`config.mk`:
```
export PLATFORM = sky130hd
export DESIGN_NAME = fetch_unit
export DESIGN_NICKNAME = d
export VERILOG_FILES = /design/src/rtl/fetch_unit_pkg.sv /design/src/rtl/fetch_queue.sv /design/src/rtl/fetch_unit.sv
export SDC_FILE = /design/constraint.sdc
export NUM_CORES = 1
export LEC_CHECK = 0
export CAP_MARGIN = 20
export CORE_ASPECT_RATIO = 0.9
export CORE_MARGIN = 2
export CORE_UTILIZATION = 40
export DETAILED_ROUTE_END_ITERATION = 12
export PLACE_DENSITY = 0.68
export SETUP_SLACK_MARGIN = 0.2
export SYNTH_ARGS = -nofsm -noshare
export SYNTH_HDL_FRONTEND = slang
export SYNTH_SLANG_ARGS = --single-unit
```
`constraint.sdc`:
```
create_clock -name clk -period 6 [get_ports clk]
set_input_delay 0.6 -clock clk [delete_from_list [all_inputs] [get_ports clk]]
set_output_delay 0.6 -clock clk [all_outputs]
set_load 0.02 [all_outputs]
```
`src/rtl/fetch_unit_pkg.sv`:
```
// Shared CPU front-end definitions.
// Widths, fetch FSM encoding and instruction stride.
package fetch_unit_pkg;

  localparam int CPU_ADDR_W = 64;
  localparam int CPU_INSTR_W = 32;
  localparam int unsigned FETCH_STRIDE = 4;

  typedef logic [1:0] fstate_t;

  localparam fstate_t S_REQ = 2'd0;
  localparam fstate_t S_WAIT = 2'd1;
  localparam fstate_t S_DROP = 2'd2;

endpackage

```
`src/rtl/fetch_queue.sv`:
```
// In-order circular instruction queue.
// Flush wins over push/pop; storage clears on reset.
module fetch_queue #(
  parameter int W = 96,
  parameter int DEPTH = 2
) (
  input  logic                    clk,
  input  logic                    reset,
  input  logic                    push,
  input  logic                    pop,
  input  logic                    flush,
  input  logic [W-1:0]            wdata,
  output logic [$clog2(DEPTH):0]  count,
  output logic [W-1:0]            head_data
);

  localparam int PW = $clog2(DEPTH);

  logic [W-1:0]  mem [DEPTH];
  logic [PW-1:0] head;
  logic [PW-1:0] tail;

  always_ff @(posedge clk or negedge reset) begin
    if (!reset) begin
      for (int i = 0; i < DEPTH; i++) begin
        mem[i] <= '0;
      end
      head  <= '0;
      tail  <= '0;
      count <= '0;
    end else if (flush) begin
      head  <= '0;
      tail  <= '0;
      count <= '0;
    end else begin
      if (push) begin
        mem[tail] <= wdata;
        tail      <= tail + 1'b1;
      end
      if (pop) begin
        head <= head + 1'b1;
      end
      if (push && !pop) begin
        count <= count + 1'b1;
      end else if (pop && !push) begin
        count <= count - 1'b1;
      end
    end
  end

  assign head_data = mem[head];

endmodule

```
`src/rtl/fetch_unit.sv`:
```
// Instruction fetch front end: PC, single-outstanding imem
// requests, response queue and branch-redirect flush.
module fetch_unit
  import fetch_unit_pkg::*;
#(
  parameter int                ADDR_W   = CPU_ADDR_W,
  parameter int                INSTR_W  = CPU_INSTR_W,
  parameter int                QDEPTH   = 2,
  parameter logic [ADDR_W-1:0] RESET_PC = '0
) (
  input  logic               clk,
  input  logic               reset,
  output logic               imem_req,
  output logic [ADDR_W-1:0]  imem_addr,
  input  logic               imem_gnt,
  input  logic               imem_rvalid,
  input  logic [INSTR_W-1:0] imem_rdata,
  input  logic               redirect,
  input  logic [ADDR_W-1:0]  redirect_pc,
  output logic               out_valid,
  input  logic               out_ready,
  output logic [INSTR_W-1:0] out_instr,
  output logic [ADDR_W-1:0]  out_pc
);

  localparam int CW = $clog2(QDEPTH) + 1;
  localparam int EW = INSTR_W + ADDR_W;
  localparam logic [CW:0] QCAP = (CW+1)'(QDEPTH);
  localparam logic [ADDR_W-1:0] STEP = ADDR_W'(FETCH_STRIDE);
  localparam logic [ADDR_W-1:0] ALIGN = ~(STEP - ADDR_W'(1));

  fstate_t           state;
  fstate_t           state_n;
  logic [ADDR_W-1:0] fetch_pc;
  logic [ADDR_W-1:0] req_pc;
  logic [ADDR_W-1:0] target;
  logic [CW-1:0]     count;
  logic [CW:0]       occ;
  logic [EW-1:0]     head;
  logic              waiting;
  logic              resp;
  logic              pop;
  logic              push;
  logic              grant;

  assign waiting = (state == S_WAIT);
  assign resp    = imem_rvalid & (state != S_REQ);
  assign target  = redirect_pc & ALIGN;

  assign out_valid = (count != '0) & ~redirect;
  assign pop       = out_valid & out_ready;

  // Slots in use once the pending response lands, net of this pop
  assign occ = {1'b0, count}
             + {{CW{1'b0}}, waiting}
             - {{CW{1'b0}}, pop};

  assign imem_req = reset & ~redirect
                  & ((state == S_REQ) | (waiting & imem_rvalid))
                  & (occ < QCAP);
  assign imem_addr = fetch_pc;
  assign grant     = imem_req & imem_gnt;
  assign push      = waiting & imem_rvalid & ~redirect;

  always_comb begin
    state_n = state;
    if (redirect) begin
      if (waiting) begin
        state_n = imem_rvalid ? S_REQ : S_DROP;
      end else if (resp) begin
        state_n = S_REQ;
      end
    end else if (grant) begin
      state_n = S_WAIT;
    end else if (resp) begin
      state_n = S_REQ;
    end
  end

  always_ff @(posedge clk or negedge reset) begin
    if (!reset) begin
      state    <= S_REQ;
      fetch_pc <= RESET_PC;
      req_pc   <= '0;
    end else begin
      state <= state_n;
      if (redirect) begin
        fetch_pc <= target;
      end else if (grant) begin
        fetch_pc <= fetch_pc + STEP;
        req_pc   <= fetch_pc;
      end
    end
  end

  fetch_queue #(
    .W     (EW),
    .DEPTH (QDEPTH)
  ) u_queue (
    .clk       (clk),
    .reset     (reset),
    .push      (push),
    .pop       (pop),
    .flush     (redirect),
    .wdata     ({imem_rdata, req_pc}),
    .count     (count),
    .head_data (head)
  );

  assign out_instr = head[EW-1 -: INSTR_W];
  assign out_pc    = head[ADDR_W-1:0];

endmodule

```
==> results.md, run 1 <==
- Reported max-cap violation count: 0
- Overflow left after global routing: 0
- Slew @ Worst Pin: 1030 ps
- Rel. slew slack: 0.312
- Die footprint: around 38000 um^2
- Post-synth EDFFs: 0
- Final core utilization: 0.527
- Vias after detailed routing: approximately 10000
- CP Data Required Time: ~6400 ps
- Standard-cell row count: 65
- Summed instance area of the synthesized netlist: 14400 um^2
- Sequential element share of the synthesized area: 0.552
- Num Clock Sinks: 318
- Drt initial violations: between 400 and 500
- Number of instances in the synthesized netlist: between 1000 and 1500
- Synth cell types: 53
- Start point of the critical path: u_queue.count[1]
- Layout-stage area growth over the synthesis result: 29.1%
- Power per Cell Area: about 350 nW/um^2
- Residual DRC: 0
- Setup repair after global routing missed its margin: no
- CTS buffer count: 36
- Clock tree from TritonCTS: done
- Final critical-path share of the clock period: 0.757
- Minimum setup slack in the final design: approximately 1500 ps
- IO Port Bufs: 257
- First-pass GRT wire length: 57900 um
- Startpoint kind of the worst setup timing path: flip-flop
- Arrival time worst endpoint: 4980 ps
- Inst Count DP: 1800
- Worst-case setup slack after placement: 1070 ps
- Synthesis warning total: 0
- Pin count of the biggest net entering global routing: 87
- Max Buffers Root-to-Sink: 3
- Slew Limit Fails: 0
- Async set-reset flop share out of synthesis: 1.00
- Proportion of layout cells with a drive suffix above 1: 0.306
- Largest fanout on the critical path: 13
- HPWL reported at the end of detailed placement: around 24000 um
- # setup viols final: 0
- Mapped Avg Cell Area: 12.8 um^2
- Number of hold-slack violations in the final timing report: 0
- Static Leakage: ~8.1 nW
- Worst vdd rail ir drop: 203 uV
- Ys flop type: sky130_fd_sc_hd__dfrtp_1
- Setup TNS Final: 0 ps
- Number of primary I/O pins: 264
- Type of the worst setup path: reg -> reg
- Initial antenna violation count: 7
- Post-CTS repair timing setup buffer count: 0
- Shortest clock period the worst path allows after layout: approximately 4500 ps
- Number of nets in the layout: 1475
- Max Clock Skew: 21.8 ps
- Placer's final routability congestion estimate: 0.764
- Number of register bits inferred by synthesis: about 320
- Total wire length after detailed routing: ~37000 um
- Vias in the first global route: 10329
- Achievable clock frequency: ~220 MHz
- Hold Crit Class: in -> async
- Startpoint of the most critical register-to-register path: u_queue.count[1]
- Total Routing Usage GR: 0.197
- Die extent in x: 204 um
- Latest clock arrival within the worst-skew pair: between 500 and 600 ps
- Count of nets left with antenna violations after detail routing: 0
- Final instance count without filler cells: roughly 1900
- Maximum level of the CTS H-tree: 2
- Vertical die dimension: 184 um
- Status: completed
- Crit. End Element: flip-flop
- Clk root buf: sky130_fd_sc_hd__clkbuf_16
- Routed wire length per instance: ~20 um
- First-pass detailed-route iteration total: 5
- Average vias per placed instance: 5.27
- Worst-path clk slew: 60 ps
- CTS-repair resized insts: 0
- Core area: 35300 um^2
- Initial core utilization: 0.408
- Post-cts hold buffer count: 0
## stage by stage
stage | cell area, um^2 | hold WS, ps | power [mW]
2_1_floorplan | 14400 | 304 | 3.63
3_3_place_gp | 17400 | 480 | 4.37
3_5_place_dp | 17400 | 487 | 4.41
4_1_cts | 18600 | 29.9 | 6.60
5_1_grt | 18600 | 44.1 | 6.84
6_report | 18600 | 31.3 | 6.52
## path summary, 6_finish.rpt
kind / endpoint / slack (ps) / depth (start not counted)
worst max-delay path: imem_addr[61] / 1460 / 12
worst min-delay path: u_queue.mem[183] / 30 / 1
worst max register to register: imem_addr[61] / 1460 / 12
worst min register to register: req_pc[58] / 500 / 2
max in group asynchronous: req_pc[48] / 4310 / 3
min in group clk: u_queue.tail / 350 / 2
## placed cells by master, fill, tap and decap left out, types with 3 or more instances in the layout
cell                                n
sky130_fd_sc_hd__clkdlybuf4s50_1  255
sky130_fd_sc_hd__clkbuf_16         37
sky130_fd_sc_hd__nand3_1           25
sky130_fd_sc_hd__or3_1             16
sky130_fd_sc_hd__o31ai_1            6
sky130_fd_sc_hd__inv_1             10
sky130_fd_sc_hd__o21ai_0           53
sky130_fd_sc_hd__and4_1             5
sky130_fd_sc_hd__clkbuf_8           6
sky130_fd_sc_hd__mux2_2           341
sky130_fd_sc_hd__and2_1             4
sky130_fd_sc_hd__nor2_1            40
sky130_fd_sc_hd__a31oi_1           21
sky130_fd_sc_hd__nor3_1            18
sky130_fd_sc_hd__clkinv_2           3
sky130_fd_sc_hd__nand2_1           68
sky130_fd_sc_hd__nor4_1            17
sky130_fd_sc_hd__and3_1            11
sky130_fd_sc_hd__diode_2            3
sky130_fd_sc_hd__or4_1              9
sky130_fd_sc_hd__xor2_1             4
sky130_fd_sc_hd__buf_4             15
sky130_fd_sc_hd__xnor2_1           32
sky130_fd_sc_hd__dfrtp_1          317
sky130_fd_sc_hd__clkbuf_1          13
sky130_fd_sc_hd__conb_1             4
sky130_fd_sc_hd__nand4_1           18
## cell type report
cell class | instances | area [um^2]
clock inverters | 8 | 100
flip-flops and latches | 318 | 7960
multi-input cells | 730 | 6130
repair buffers | 273 | 2710
well taps | 469 | 587
diodes | 3 | 7.51
inverters | 11 | 41.3
clock buffers | 56 | 1060
fillers | 3056 | 16700
## Yosys cell counts, types with 9 or more instances
library cell               instances  area [um^2]
sky130_fd_sc_hd__o21ai_0          53          265
sky130_fd_sc_hd__nor2_1           40          150
sky130_fd_sc_hd__a31oi_1          21          131
sky130_fd_sc_hd__or3_1            16          100
sky130_fd_sc_hd__and3_1           11         68.8
sky130_fd_sc_hd__nor3_1           19         95.1
sky130_fd_sc_hd__mux2_2          341         3840
sky130_fd_sc_hd__nand2_1          69          259
sky130_fd_sc_hd__or4_1             9         67.6
sky130_fd_sc_hd__nand3_1          25          125
sky130_fd_sc_hd__nor4_1           17          106
sky130_fd_sc_hd__clkbuf_1         51          191
sky130_fd_sc_hd__xnor2_1          32          280
sky130_fd_sc_hd__inv_1            11         41.3
sky130_fd_sc_hd__dfrtp_1         318         7960
sky130_fd_sc_hd__nand4_1          18          113
## routing by layer
metal,GRT usage,vias up,part of all wire
met4,0.0478,8,0.017
met2,0.308,258,0.45
met1,0.268,4963,0.46
met3,0.0587,60,0.070
li1,-,4558,-
met5,0,-,0.0016
## state kept, by name (all words and copies together), names as in the netlist
register,count
req_pc,62
state,2
u_queue.head,1
u_queue.tail,1
u_queue.count,2
u_queue.mem,188
imem_addr,62
## critical path: stages, from the launching register on
cell,delay [ps]
sky130_fd_sc_hd__dfrtp_1,480
sky130_fd_sc_hd__nor2_1,70
sky130_fd_sc_hd__nor2_1,150
sky130_fd_sc_hd__nand2_1,140
sky130_fd_sc_hd__inv_1,80
sky130_fd_sc_hd__ha_1,210
sky130_fd_sc_hd__or3b_2,450
sky130_fd_sc_hd__fa_1,480
sky130_fd_sc_hd__and4bb_2,280
sky130_fd_sc_hd__nand4_1,510
sky130_fd_sc_hd__or4_1,860
sky130_fd_sc_hd__or4_1,580
sky130_fd_sc_hd__a31oi_1,160
## power breakdown
part,total (mW),internal (mW),switching [mW],leakage (nW)
logic,1.60,0.885,0.716,3.42
registers,2.77,2.51,0.255,4.08
clock network,2.15,1.30,0.854,0.563
## kinds of logic (layout without fill, tap and decap cells)
family,after synthesis,in the layout,share of synthesized area
compound gates,96,96,0.0400
xor+xnor,37,37,0.0230
fa+ha+maj,3,3,0.00313
simple gates,248,248,0.0900
other cells,1,7,0.000260
mux,342,342,0.267
flops,318,318,0.552
buf+inv,81,348,0.0240
Power figures use the tool's default switching activity.
==> run 2, diff against run 1 <==
==> constraint.sdc (replaced) <==
create_clock -name clk -period 4.3 [get_ports clk]
set_input_delay 0.43 -clock clk [delete_from_list [all_inputs] [get_ports clk]]
set_output_delay 0.43 -clock clk [all_outputs]
set_load 0.02 [all_outputs]
==> run 2 against run 1 <==
Flip-flop and latch count unchanged. Design area increased by 0.57%. Largest power group unchanged. Final cell count up 0.32%.
==> results.md, run 2 (synthesis gave the netlist of run 1 again) <==
- Status: completed
- Worst-path clk slew: 60 ps
- Filler cell count in the final layout: 3032
- Latest clock arrival within the worst-skew pair: ~530 ps
- Slew @ Worst Pin: 908 ps
- Total wire length after detailed routing: 36500 um
- Die extent in x: between 200 and 250 um
- Core area: 35300 um^2
- Most common cell after layout, fill and taps aside: sky130_fd_sc_hd__mux2_2
- Slew Limit Fails: 0
- Final core utilization: 0.530
- Initial antenna violation count: 6
- Type of the worst setup path: reg -> reg
- Ordered list of cells on the worst path: nor2_1, nor2_2, nand2_1, inv_1, ha_1, or3b_2, fa_1, and4bb_2, nand4_1, or4_1, buf_4, or3_1, a31oi_1
- Register with the most flip-flops: u_queue.mem
- Final critical-path share of the clock period: 0.903
- Initial core utilization: 0.408
- Top library cells by usage in the layout, fill and taps aside: 341 x sky130_fd_sc_hd__mux2_2, 317 x sky130_fd_sc_hd__dfrtp_1, 254 x sky130_fd_sc_hd__clkdlybuf4s50_1, 68 x sky130_fd_sc_hd__nand2_1, 53 x sky130_fd_sc_hd__o21ai_0
- Arrival time worst endpoint: 4330 ps
- IO Port Bufs: approximately 260
- Met1 Use GR: 0.254
- Drt initial violations: 458
- Achievable clock frequency: ~260 MHz
- Clk root buf: sky130_fd_sc_hd__clkbuf_16
- Sum of buffers and inverters on the critical path: 2
- Maximum level of the CTS H-tree: 2
- GR met3 Demand/Resource: 0.0596
- Proportion of layout cells with a drive suffix above 1: 0.313
- Standard-cell row count: 65
- GR met2 Demand/Resource: 0.311
- Hold Crit Class: in -> async
- First-pass GRT wire length: 56700 um
- Placer's final routability congestion estimate: 0.755
- Setup TNS Final: 0 ps
- Routed wire length per instance: 19.5 um
- First-pass detailed-route iteration total: 4
- Setup repair after global routing missed its margin: no
- Vias in the first global route: ~10000
- Die footprint: 37500 um^2
- Shortest clock period the worst path allows after layout: 3880 ps
- Startpoint kind of the worst setup timing path: flip-flop
- Worst-case setup slack after placement: 67.6 ps
- Residual DRC: 0
- GRT busiest layer: met2
- Max reg flops: 188
- Placement-stage cell area: 17500 um^2
- Clock tree from TritonCTS: done
- Layout-stage area growth over the synthesis result: 29.8%
- Pin count of the biggest net entering global routing: 146
- Critical Path Slowest Stage Cell: sky130_fd_sc_hd__or4_1
- Number of hold-slack violations in the final timing report: 0
- HPWL reported at the end of detailed placement: 24400 um
- Max Buffers Root-to-Sink: 3
- Crit. End Element: flip-flop
- Number of nets in the layout: 1480
- Largest fanout on the critical path: 8
- # setup viols final: 0
- Worst vdd rail ir drop: 421 uV
- Minimum setup slack in the final design: 415 ps
- Delay contributed by the slowest stage of the critical path: 590 ps
- Power per Cell Area: 485 nW/um^2
- Average vias per placed instance: 5.23
- CTS buffer count: 36
- Num Clock Sinks: 318
- Reported max-cap violation count: 0
- Vertical die dimension: between 150 and 200 um
- Max Clock Skew: 20.6 ps
- CP Data Required Time: 4750 ps
- Count of nets left with antenna violations after detail routing: 0
- Overflow left after global routing: 0
- Number of primary I/O pins: 264
- Vias after detailed routing: 9792
- Rel. slew slack: 0.394
- Total Routing Usage GR: 0.194
- Final Instance Area: 18700 um^2
- Family with the most delay on the worst path: simple AND/OR/NAND/NOR gates
- Static Leakage: 8.12 nW
## run 2: changes by cell type in the layout (fill, tap and decap cells not counted), sizes merged
cell           delta
buf               +4
bufinv            -1
clkbuf            -2
clkdlybuf4s50     -1
clkinv            +3
diode             +1
dlygate4sd3       +1
inv               +1
## run 2: path summary, 6_finish.rpt
path | depth (start not counted) | slack [ps] | startpoint | endpoint
max | 13 | 420 | u_queue.count[0] | imem_addr[59]
max reg2reg | 13 | 420 | u_queue.count[0] | imem_addr[59]
min reg2reg | 1 | 500 | u_queue.mem[57] | u_queue.mem[57]
min | 2 | 380 | reset | u_queue.mem[101]
min in group clk | 4 | 380 | redirect | u_queue.head
max in group asynchronous | 4 | 2100 | reset | u_queue.mem[131]
## run 2: layout make-up
class                   count  area (um^2)  area share
flip-flops and latches    318         7960       0.426
multi-input cells         730         6130       0.328
repair buffers            278         2810       0.150
clock buffers              53         1070      0.0570
well taps                 469          587      0.0314
clock inverters            11         90.1     0.00482
inverters                  11         41.3     0.00221
diodes                      4         10.0    0.000535
## run 2: power by group
group          switching (mW)  internal (mW)
combinational           0.999           1.24
sequential              0.350           3.50
clock                    1.21           1.78
## run 2: repair_timing
| action | CTS | global route |
|---|---|---|
| endpoints found under the hold margin | 35 | 0 |
| setup buffers | 0 | 0 |
| hold buffers | 1 | 0 |
| resized for setup | 1 | 3 |
| endpoints found under the setup margin | 1 | 2 |
## run 2: per-stage QoR
step                      std cells  hold slack [ps]  total power, mW
after floorplan                1129              134             5.07
after global placement         1804              329             6.10
after detailed placement       1804              331             6.16
after CTS                      1869              369             9.19
after global routing           1872              385             9.51
final                          1874              382             9.08
## run 2: per-layer routing
| layer | routed length [um] | share of wire | vias up |
|---|---|---|---|
| li1 | - | - | 4572 |
| met1 | 16500 | 0.45 | 4929 |
| met2 | 16700 | 0.46 | 232 |
| met3 | 2620 | 0.072 | 53 |
| met4 | 699 | 0.019 | 6 |
| met5 | 44 | 0.0012 | - |
